<file path="src/rtl/fft_spi_in.sv">
// SPI mode-0 slave receiver: collects N words of MSB bits into one frame and
// publishes it on data_bus with a one-cycle frame_valid strobe.
module fft_spi_in #(
  parameter int N       = 32,
  parameter int MSB     = 8,
  parameter int TIMEOUT = 4096
) (
  input  logic               clk,
  input  logic               rst_l,
  input  logic               sclk,
  input  logic               mosi,
  input  logic               cs,
  output logic [N*MSB-1:0]   data_bus,
  output logic               frame_valid,
  output logic               frame_err
);

  localparam int WW = (N > 1) ? $clog2(N) : 1;
  localparam int BW = $clog2(MSB);
  localparam int TW = $clog2(TIMEOUT);

  typedef enum logic [1:0] {IDLE, RECV, DONE} state_t;

  state_t             r_state, w_state_nx;
  logic               r_sclk_s1, r_sclk_s2, r_sclk_h;
  logic               r_cs_s1, r_cs_s2, r_cs_h;
  logic               r_mosi_s1, r_mosi_s2, r_mosi_h;
  logic               r_rise, r_cs_rise, r_word_vld;
  logic [MSB-1:0]     r_shift;
  logic [BW-1:0]      r_bcnt;
  logic [WW-1:0]      r_wcnt, w_wcnt_nx, w_slot;
  logic [TW-1:0]      r_tcnt, w_tcnt_nx;
  logic [N*MSB-1:0]   r_stage;
  logic               w_sclk_rise, w_cs_rise, w_wr, w_tmo, w_publish;

  assign w_sclk_rise = r_sclk_s2 & ~r_sclk_h & ~r_cs_s2;
  assign w_cs_rise   = r_cs_s2 & ~r_cs_h;

  always_ff @(posedge clk or negedge rst_l) begin
    if (!rst_l) begin
      r_sclk_s1 <= 1'b0; r_sclk_s2 <= 1'b0; r_sclk_h <= 1'b0;
      r_cs_s1   <= 1'b1; r_cs_s2   <= 1'b1; r_cs_h   <= 1'b1;
      r_mosi_s1 <= 1'b0; r_mosi_s2 <= 1'b0; r_mosi_h <= 1'b0;
      r_rise    <= 1'b0;
      r_cs_rise <= 1'b0;
    end else begin
      r_sclk_s1 <= sclk; r_sclk_s2 <= r_sclk_s1; r_sclk_h <= r_sclk_s2;
      r_cs_s1   <= cs;   r_cs_s2   <= r_cs_s1;   r_cs_h   <= r_cs_s2;
      r_mosi_s1 <= mosi; r_mosi_s2 <= r_mosi_s1; r_mosi_h <= r_mosi_s2;
      r_rise    <= w_sclk_rise;
      r_cs_rise <= w_cs_rise;
    end
  end

  // r_mosi_h lines up with r_rise: it holds the synced mosi from the detect cycle.
  always_ff @(posedge clk or negedge rst_l) begin
    if (!rst_l) begin
      r_shift    <= '0;
      r_bcnt     <= '0;
      r_word_vld <= 1'b0;
    end else begin
      r_word_vld <= 1'b0;
      if (r_rise) r_shift <= {r_shift[MSB-2:0], r_mosi_h};
      if (w_tmo || r_cs_rise) begin
        r_bcnt <= '0;
      end else if (r_rise) begin
        if (r_bcnt == BW'(MSB-1)) begin
          r_bcnt     <= '0;
          r_word_vld <= 1'b1;
        end else begin
          r_bcnt <= r_bcnt + 1'b1;
        end
      end
    end
  end

  always_ff @(posedge clk or negedge rst_l) begin
    if (!rst_l) r_state <= IDLE;
    else        r_state <= w_state_nx;
  end

  always_comb begin
    w_state_nx = r_state;
    w_wcnt_nx  = r_wcnt;
    w_tcnt_nx  = '0;
    w_slot     = '0;
    w_wr       = 1'b0;
    w_tmo      = 1'b0;
    w_publish  = 1'b0;
    unique case (r_state)
      IDLE, DONE: begin
        w_publish = (r_state == DONE);
        w_wcnt_nx = '0;
        w_state_nx = IDLE;
        // A word landing during DONE opens the next frame in slot 0.
        if (r_word_vld) begin
          w_wr = 1'b1;
          if (N == 1) begin
            w_state_nx = DONE;
          end else begin
            w_wcnt_nx  = WW'(1);
            w_state_nx = RECV;
          end
        end
      end
      RECV: begin
        w_tcnt_nx = r_tcnt + 1'b1;
        if (r_word_vld) begin
          w_wr      = 1'b1;
          w_slot    = r_wcnt;
          w_tcnt_nx = '0;
          if (r_wcnt == WW'(N-1)) begin
            w_wcnt_nx  = '0;
            w_state_nx = DONE;
          end else begin
            w_wcnt_nx = r_wcnt + 1'b1;
          end
        end else if (r_tcnt == TW'(TIMEOUT-1)) begin
          w_tmo      = 1'b1;
          w_wcnt_nx  = '0;
          w_tcnt_nx  = '0;
          w_state_nx = IDLE;
        end
      end
      default: w_state_nx = IDLE;
    endcase
  end

  always_ff @(posedge clk or negedge rst_l) begin
    if (!rst_l) begin
      r_wcnt      <= '0;
      r_tcnt      <= '0;
      r_stage     <= '0;
      data_bus    <= '0;
      frame_valid <= 1'b0;
      frame_err   <= 1'b0;
    end else begin
      r_wcnt      <= w_wcnt_nx;
      r_tcnt      <= w_tcnt_nx;
      frame_valid <= w_publish;
      frame_err   <= w_tmo;
      if (w_publish) data_bus <= r_stage;
      for (int unsigned k = 0; k < N; k++) begin
        if (w_wr && (w_slot == WW'(k))) r_stage[k*MSB +: MSB] <= r_shift;
      end
    end
  end

endmodule
</file>
<file path="config.mk">
export PLATFORM = sky130hd
export DESIGN_NAME = fft_spi_in
export DESIGN_NICKNAME = d
export VERILOG_FILES = /design/src/rtl/fft_spi_in.sv
export SDC_FILE = /design/constraint.sdc
export NUM_CORES = 1
export LEC_CHECK = 0
export CORE_ASPECT_RATIO = 2
export CORE_MARGIN = 1.5
export CORE_UTILIZATION = 35
export DETAILED_ROUTE_END_ITERATION = 8
export GPL_TIMING_DRIVEN = 1
export PLACE_DENSITY = 0.58
export SLEW_MARGIN = 20
export SYNTH_ARGS = -nofsm -noshare
export SYNTH_HDL_FRONTEND = slang
export SYNTH_SLANG_ARGS = --single-unit
</file>
<file path="constraint.sdc">
create_clock -name clk -period 1.81 [get_ports clk]
set_clock_uncertainty 0.05 [all_clocks]
set_input_delay 0.543 -clock clk [delete_from_list [all_inputs] [get_ports clk]]
set_output_delay 0.543 -clock clk [all_outputs]
set_load 0.01 [all_outputs]
</file>
After elaboration in Yosys (flattened, before gate mapping)
Index checks and enable logic that the tools add are counted.
Widths: inputs -> output; s select.

word-level totals
  register bits = 556

operators by class
  add/sub/neg operators = 3
  equal/unequal tests = 38
  multiplexer cells = 27
  bitwise operators = 6
  reduce and logical (&&, ||, !) cells = 41

operators by type and width
  cell                   number
  $eq 5x5->1 const B     17
  $eq 5x4->1 const B     8
  $mux 12                3
  $logic_and 1x1->1      32
  $mux 5                 5
  $eq 5x3->1 const B     4
  $add 12x1->12 const B  1
  $eq 12x12->1 const B   1
  $mux 1                 11
  $eq 5x2->1 const B     2
  $pmux 5 s2             1
  $mux 3                 3
  $mux 2                 3
  $ne 3x3->1 const B     2
  $add 5x1->5 const B    1
  $eq 5x1->1 const B     1
  $logic_not 5->1        1
  $pmux 2 s2             1
  $reduce_and 2->1       2
  $reduce_bool 2->1      2
  $add 3x1->3 const B    1
  $and 1x1->1            3
  $eq 3x3->1 const B     1
  $not 1->1              3
  other kinds (6)        6

Logic depth before layout (Yosys ltp)
Gate-level depths: netlist (run 1).

  word-level depth = 6
  gate-level depth with buffers = 6
  depth with buffers taken out = 6

Worst setup path after synthesis (run 1)
OpenSTA, ideal clock, no wires.

  path kind = register to register
  start point = reg r_wcnt[4]
  end point = reg r_stage[72]
  setup time = 0.125 ns
  arrival time = 1.712 ns
  data required time = 1.635 ns
  path slack = -0.077 ns
  stages on the path, launching flop included = 6
  path buffers = 2
  period minus slack after synthesis = 1.887 ns
  path through = dfrtp_1 -> buf_4 -> nand3b_2 -> or4_4 -> buf_6 -> mux2_4

on the way
  longest elaborated chain between the ends = 4

RTL lines
  element                         RTL line  RTL
  start: declaration              31        logic [WW-1:0] r_wcnt, w_wcnt_nx, w_slot;
  start signal: assignment        138       r_wcnt <= w_wcnt_nx;
  $mux 5                          108       if (r_word_vld) begin
  $mux 5                          90        unique case (r_state)
  $eq 5x4->1                      144       if (w_wr && (w_slot == WW'(k))) r_stage[k*MSB +: MSB] <= r_shift;
  $logic_and 1x1->1               144
  end signal: indexed assignment  144
  end: declaration                33        logic [N*MSB-1:0] r_stage;

No other way between the ends.
A chain may end at the register's enable or synchronous reset.

Worst setup path after layout (run 1)
  start point = reg r_wcnt[4]
  end point = reg r_stage[57]

on the way
  longest elaborated chain between the ends = 4

RTL lines
  element            RTL line
  $mux 5             108
  $mux 5             90
  $eq 5x3->1         144
  $logic_and 1x1->1  144

No other way between the ends.

==> flow_metrics.tcl, run 1 <==
set metrics [dict create \
    syn_to_final_growth_pct 28.3 \
    power_leakage_uw 0.0146 \
    die-area_um2 62200 \
    wl_per_cell_um 21.7 \
    hold_path_class "flip-flop to flip-flop" \
    timing.final.ws_setup_ns -0.0227 \
    layout-drive-gt1-share_pct 63.4 \
    critical_path_required_ns 2.21 \
    drc_errors 0 \
    power_switching_uw 6420 \
    cpMostUsedCell "nor3b_4" \
    cts_tree "done" \
    final_common_cell "dfrtp_1" \
    clk_latency_ns 0.58 \
    numCtsBuffers 50 \
    yosys_warnings 0 \
    fmax_mhz 546 \
    power_frac_comb_pct 7.0 \
    yosysSeqAreaShare_pct 65.6 \
    coreArea_um2 59900 \
    report.power.total_uw 25800 \
    synth_edf_count 0 \
    synthCells 1290 \
    die_x_um 177 \
    setup_viol 9 \
    cts_buffer_depth 3 \
    start_util_pct 35.4 \
    antenna_found_initial 1 \
    detail_route.first_pass.iterations 4 \
    crit_fanout 8 \
    synth_flop_cell "dfrtp_1" \
    dp.cells 2382 \
    worst_pin_slew_ns 0.628 \
    syn_area_um2 21200 \
    pwr-share-seq_pct 50.0 \
    overflow 0 \
    power_density_nw_per_um2 946 \
    finalMaxSlewViolations 0 \
    place.gp.congestion 0.773 \
    period_needed_ns 1.83 \
    grt_pass1_vias 13700 \
    switching_share_pct 24.9 \
    rows 127 \
    cp_slowest_cell "dfrtp_2" \
    startpoint_type "flip-flop" \
    crit_type "flip-flop to flip-flop" \
    n_antenna_cell 0 \
    grt_max_degree 85 \
    h-tree-depth 2 \
    ys_types 50 \
    ys_seq_elements 556 \
    synth_nets 1300 \
    peakVddDrop_v 0.000807 \
    rsz0062_at_grt "yes" \
    drv_cap 0 \
    clkPwrFrac_pct 43.0 \
    post-route-period-util_pct 101 \
    arrival_ns 2.23 \
    slew_headroom_pct 58.1 \
    fin_setup_tns_ns -0.139 \
    final_cells 2525 \
    ant_nets 0 \
    cts.clk_slew.worst_paths_ns 0.07 \
    fin_nets 1720 \
    io_buffer_count 262 \
    die_h_um 351 \
    avgSynthCellArea_um2 16.4 \
    p_int_uw 19300 \
    io_pins 263 \
    viasPerCell 4.85 \
    drt_iter0_drc 438 \
    cp-end-kind "flip-flop" \
    cts_root_buffer "clkbuf_16" \
    dp_hpwl_um 37100 \
    max_stage_delay_ns 0.47 \
    grt_usage_pct 18.0 \
    grt_pass1_wl_um 84600 \
    r2r_setup_slack_ns -0.02 \
    violations "negative setup slack" \
    status "complete, but fails checks" \
    drt_wl_total_um 54700 \
    final_cell_mix "dfrtp_1, mux2_2, buf_2, buf_4, clkbuf_16" \
    cts_sinks 556 \
    vias 12200 \
    final_hold_viol_count 0 \
    postSynth.asyncResetShare_pct 100 \
    crit_chain "buf_6 -> nor3b_4 -> nor3b_4 -> buf_12 -> mux2_4" \
]
[sequential cells by signal (all words and copies together) (netlist names), 2 cells and up]
name / flops
r_tcnt: 12
r_stage: 256
r_state: 2
r_bcnt: 3
r_wcnt: 5
r_shift: 8
data_bus: 256
[final timing paths]
| check | startpoint | to | cells past startpoint |
|---|---|---|---|
| min in group asynchronous | rst_l | data_bus[238] | 2 |
| setup / recovery | r_wcnt[4] | r_stage[57] | 5 |
| setup reg to reg | r_wcnt[4] | r_stage[57] | 5 |
| hold / removal | r_mosi_s2 | r_mosi_h | 0 |
| hold reg to reg | r_mosi_s2 | r_mosi_h | 0 |
| max in group asynchronous | rst_l | r_stage[58] | 4 |
[worst max-delay path, delay by kind of cell (launching register included)]
kind                   cells  cell delay (ns)
and+or+nand+nor            2             0.54
muxes                      1             0.30
DFF                        1             0.47
buffers and inverters      2             0.33
[metrics by stage]
stage | hold slack, ns | area [um^2] | setup WS (ns) | utilization, %
2_1_floorplan | 0.197 | 21200 | -0.0119 | -
3_3_place_gp | 0.290 | 26100 | -0.323 | 43.5
3_5_place_dp | 0.289 | 26100 | -0.360 | 43.5
4_1_cts | 0.281 | 27100 | -0.0289 | 45.2
5_1_grt | 0.305 | 27200 | -0.0525 | 45.5
6_report | 0.303 | 27200 | -0.0227 | 45.5
[repair_timing]
item	CTS	global route
resized for setup	1047	59
hold buffers	1	0
pin swaps	3	6
setup endpoints to repair	470	172
setup buffers	41	8
cloned	1	1
hold endpoints to repair	47	0
[Yosys cell counts, drive strengths merged, types with 5 or more instances]
| master | count | area, um^2 |
|---|---|---|
| nand2 | 5 | 21.3 |
| nor2 | 12 | 45.0 |
| dfrtp | 553 | 13800 |
| mux2 | 520 | 5890 |
| nor3 | 15 | 190 |
| ha | 5 | 62.6 |
| nand3 | 19 | 100 |
| o21ai | 11 | 55.1 |
| nor3b | 9 | 115 |
| clkbuf | 38 | 144 |
| or4 | 7 | 56.3 |
| buf | 35 | 200 |
| inv | 7 | 26.3 |
| a21oi | 7 | 35.0 |
[power groups by stage]
stage	Clock, uW	Sequential, uW	Combinational (uW)
finish	11100	12900	1800
global route	11900	12900	1950
CTS	11500	12900	1880
detailed placement	0	13100	1870
global placement	0	13100	1850
floorplan	0	12800	526
[layer usage]
layer	global-route usage, %	share of wire (%)	wire (um)
met1	20.7	39	21400
met2	33.1	53	28900
met3	3.83	5.4	2960
met4	5.17	2.7	1480
met5	0	0	0
[cell families (layout without fill, tap and decap cells)]
family	after synthesis	after routing	share of synthesized area [%]
muxes	523	523	27.9
buffers and inverters	80	540	1.75
DFF	556	556	65.6
xor gates and xnor gates	5	5	0.206
and+or+nand+nor	92	93	3.40
AOI/OAI and AO/OA	29	29	0.890
adders and majority gates	5	5	0.295
[layout make-up]
cell class | instances | area [um^2]
clock buffers | 68 | 1440
clock inverters | 25 | 285
fillers | 5420 | 32700
inverters | 7 | 26.3
multi-input cells | 655 | 7220
flip-flops and latches | 556 | 13900
well taps | 774 | 968
repair buffers | 440 | 3360
Power figures use the tool's default switching activity.
==> run 2, diff against run 1 <==
CELL_PAD_IN_SITES_DETAIL_PLACEMENT = 1   (was default)
CELL_PAD_IN_SITES_GLOBAL_PLACEMENT = 1   (was default)
CTS_CLUSTER_SIZE = 25   (was default)
PLACE_DENSITY = 0.66   (was 0.58)
==> run 2 against run 1 <==
The flow still finishes with violations (negative setup slack). Design area is essentially flat. Wire length is 6.5% higher. Flip-flop and latch count did not move. Worst setup slack got worse by 0.0013 ns. Sequential power about the same. Non-clock buffer count shrank 20. Fmax hardly changed. Clock-buffer cell count rose by 3. Utilization barely moved. Critical path depth is 1 lower. Via count increased by 0.36%. Register-to-register slack hardly changed.
==> flow_metrics.tcl, run 2 (same netlist as run 1, synthesis figures left out) <==
set metrics [dict create \
    status "complete, but fails checks" \
    violations "negative setup slack" \
    arrival_ns 2.27 \
    worst_pin_slew_ns 0.626 \
    drt_wl_total_um 58200 \
    detail_route.first_pass.iterations 6 \
    crit_fanout 8 \
    coreArea_um2 59900 \
    antenna_found_initial 1 \
    postLayoutCellArea_um2 27200 \
    io_buffer_count 262 \
    peakVddDrop_v 0.000808 \
    ant_nets 0 \
    viasPerCell 4.90 \
    grt_usage_pct 19.1 \
    routed.top_layer "met4" \
    slew_headroom_pct 58.2 \
    fin_nets 1701 \
    final_cell_mix "dfrtp_1, mux2_2, buf_2, buf_4, clkbuf_16" \
    place.gp.congestion 0.759 \
    fill_cells 5901 \
    crit_chain "buf_6 -> nand3b_4 -> or4_4 -> mux2_4" \
    numCtsBuffers 51 \
    cts.clk_slew.worst_paths_ns 0.07 \
    fin_util_pct 45.5 \
    r2r_setup_slack_ns -0.02 \
    cp-end-kind "flip-flop" \
    dpl_cell_area_um2 25900 \
    pre_cts_slack_ns -0.486 \
    drv_cap 0 \
    final_common_cell "dfrtp_1" \
    overflow 0 \
    clk_latency_ns 0.60 \
    dp_hpwl_um 38600 \
    multiInputGateArea_um2 7240 \
    start_util_pct 35.4 \
    period_needed_ns 1.83 \
    cts_tree "done" \
    cts_root_buffer "clkbuf_16" \
    report.power.total_uw 26100 \
    timing.final.ws_setup_ns -0.0240 \
    h-tree-depth 2 \
    rsz0062_at_grt "yes" \
    fmax_mhz 545 \
    layout-drive-gt1-share_pct 63.4 \
    final_hold_viol_count 0 \
    register_area_um2 13900 \
    route.met3.wl_um 2970 \
    die_h_um 351 \
    max_stage_delay_ns 0.62 \
    io_pins 263 \
    startpoint_type "flip-flop" \
    drt_iter0_drc 393 \
    grt_pass1_wl_um 89400 \
    cp_slowest_cell "or4_4" \
    power_leakage_uw 0.0146 \
    reg_top3 "data_bus (256), r_stage (256), r_tcnt (12)" \
    vias 12300 \
    rows 127 \
    cts_sinks 556 \
    post-route-period-util_pct 101 \
    syn_to_final_growth_pct 28.4 \
    power_density_nw_per_um2 956 \
    grt_pass1_vias 13900 \
    drc_errors 0 \
    drt-met1-wl_um 22400 \
    critical_path_required_ns 2.25 \
    die-area_um2 62200 \
    hold_path_class "flip-flop to flip-flop" \
    die_x_um 177 \
    finalMaxSlewViolations 0 \
    wl_per_cell_um 23.2 \
    cts_buffer_depth 3 \
    crit_type "flip-flop to flip-flop" \
    wl_met2_um 31200 \
    grt_max_degree 77 \
    setup_viol 18 \
]
-- run 2: cell count changes in the layout (fill, tap and decap cells not counted), sizes merged --
cell,previous run,this run
diode,0,1
and3b,2,1
clkbuf,70,76
clkinvlp,2,3
clkdlybuf4s15,5,6
clkinv,15,10
nand3b,4,5
buf,429,405
-- run 2: worst paths after layout --
check                               start            to  cells past startpoint
worst min-delay path            r_mosi_s1     r_mosi_s2                      0
min in group asynchronous           rst_l  data_bus[76]                      2
worst max-delay path            r_wcnt[3]   r_stage[78]                      4
worst max register to register  r_wcnt[3]   r_stage[78]                      4
worst min register to register  r_mosi_s1     r_mosi_s2                      0
max in group asynchronous           rst_l    r_shift[6]                      4
-- run 2: power breakdown --
part | switching, uW | internal [uW]
Combinational | 1330 | 462
Clock | 4870 | 6470
Sequential | 403 | 12500
-- run 2: per-stage QoR --
step / cells / hold slack [ns] / TNS [ns]
after global routing: 2505 / 0.300 / -3.99
after global placement: 2362 / 0.283 / -34.91
after CTS: 2493 / 0.285 / -0.317
after floorplan: 1290 / 0.197 / -0.134
after detailed placement: 2362 / 0.301 / -41.66
final: 2505 / 0.303 / -0.230
-- run 2: area by class of cell --
| type | count | share of cell area (%) |
|---|---|---|
| multi-input cells | 655 | 26.6 |
| diodes | 1 | 0.00918 |
| repair buffers | 420 | 12.2 |
| clock buffers | 71 | 5.45 |
| flip-flops and latches | 556 | 51.2 |
| clock inverters | 21 | 0.964 |
| well taps | 774 | 3.55 |
| inverters | 7 | 0.0964 |
-- run 2: repair_timing --
action	CTS	global route
hold buffers	1	0
endpoints found under the hold margin	17	0
setup buffers	38	9
resized for setup	1065	54
gates cloned	1	2
setup endpoints to repair	517	303
pin swaps	1	2
-- run 2: critical path: cells and delay by family (launching register included) --
kind	cells	cell delay [ns]
AND/OR/NAND/NOR	2	0.69
flip-flops	1	0.47
buffers and inverters	1	0.15
multiplexers	1	0.34
-- run 2: metal layers --
layer	vias up	global-route usage (%)
met5	-	0
met4	0	6.36
met3	78	3.65
met2	288	34.8
met1	6541	22.3
li1	5372	-
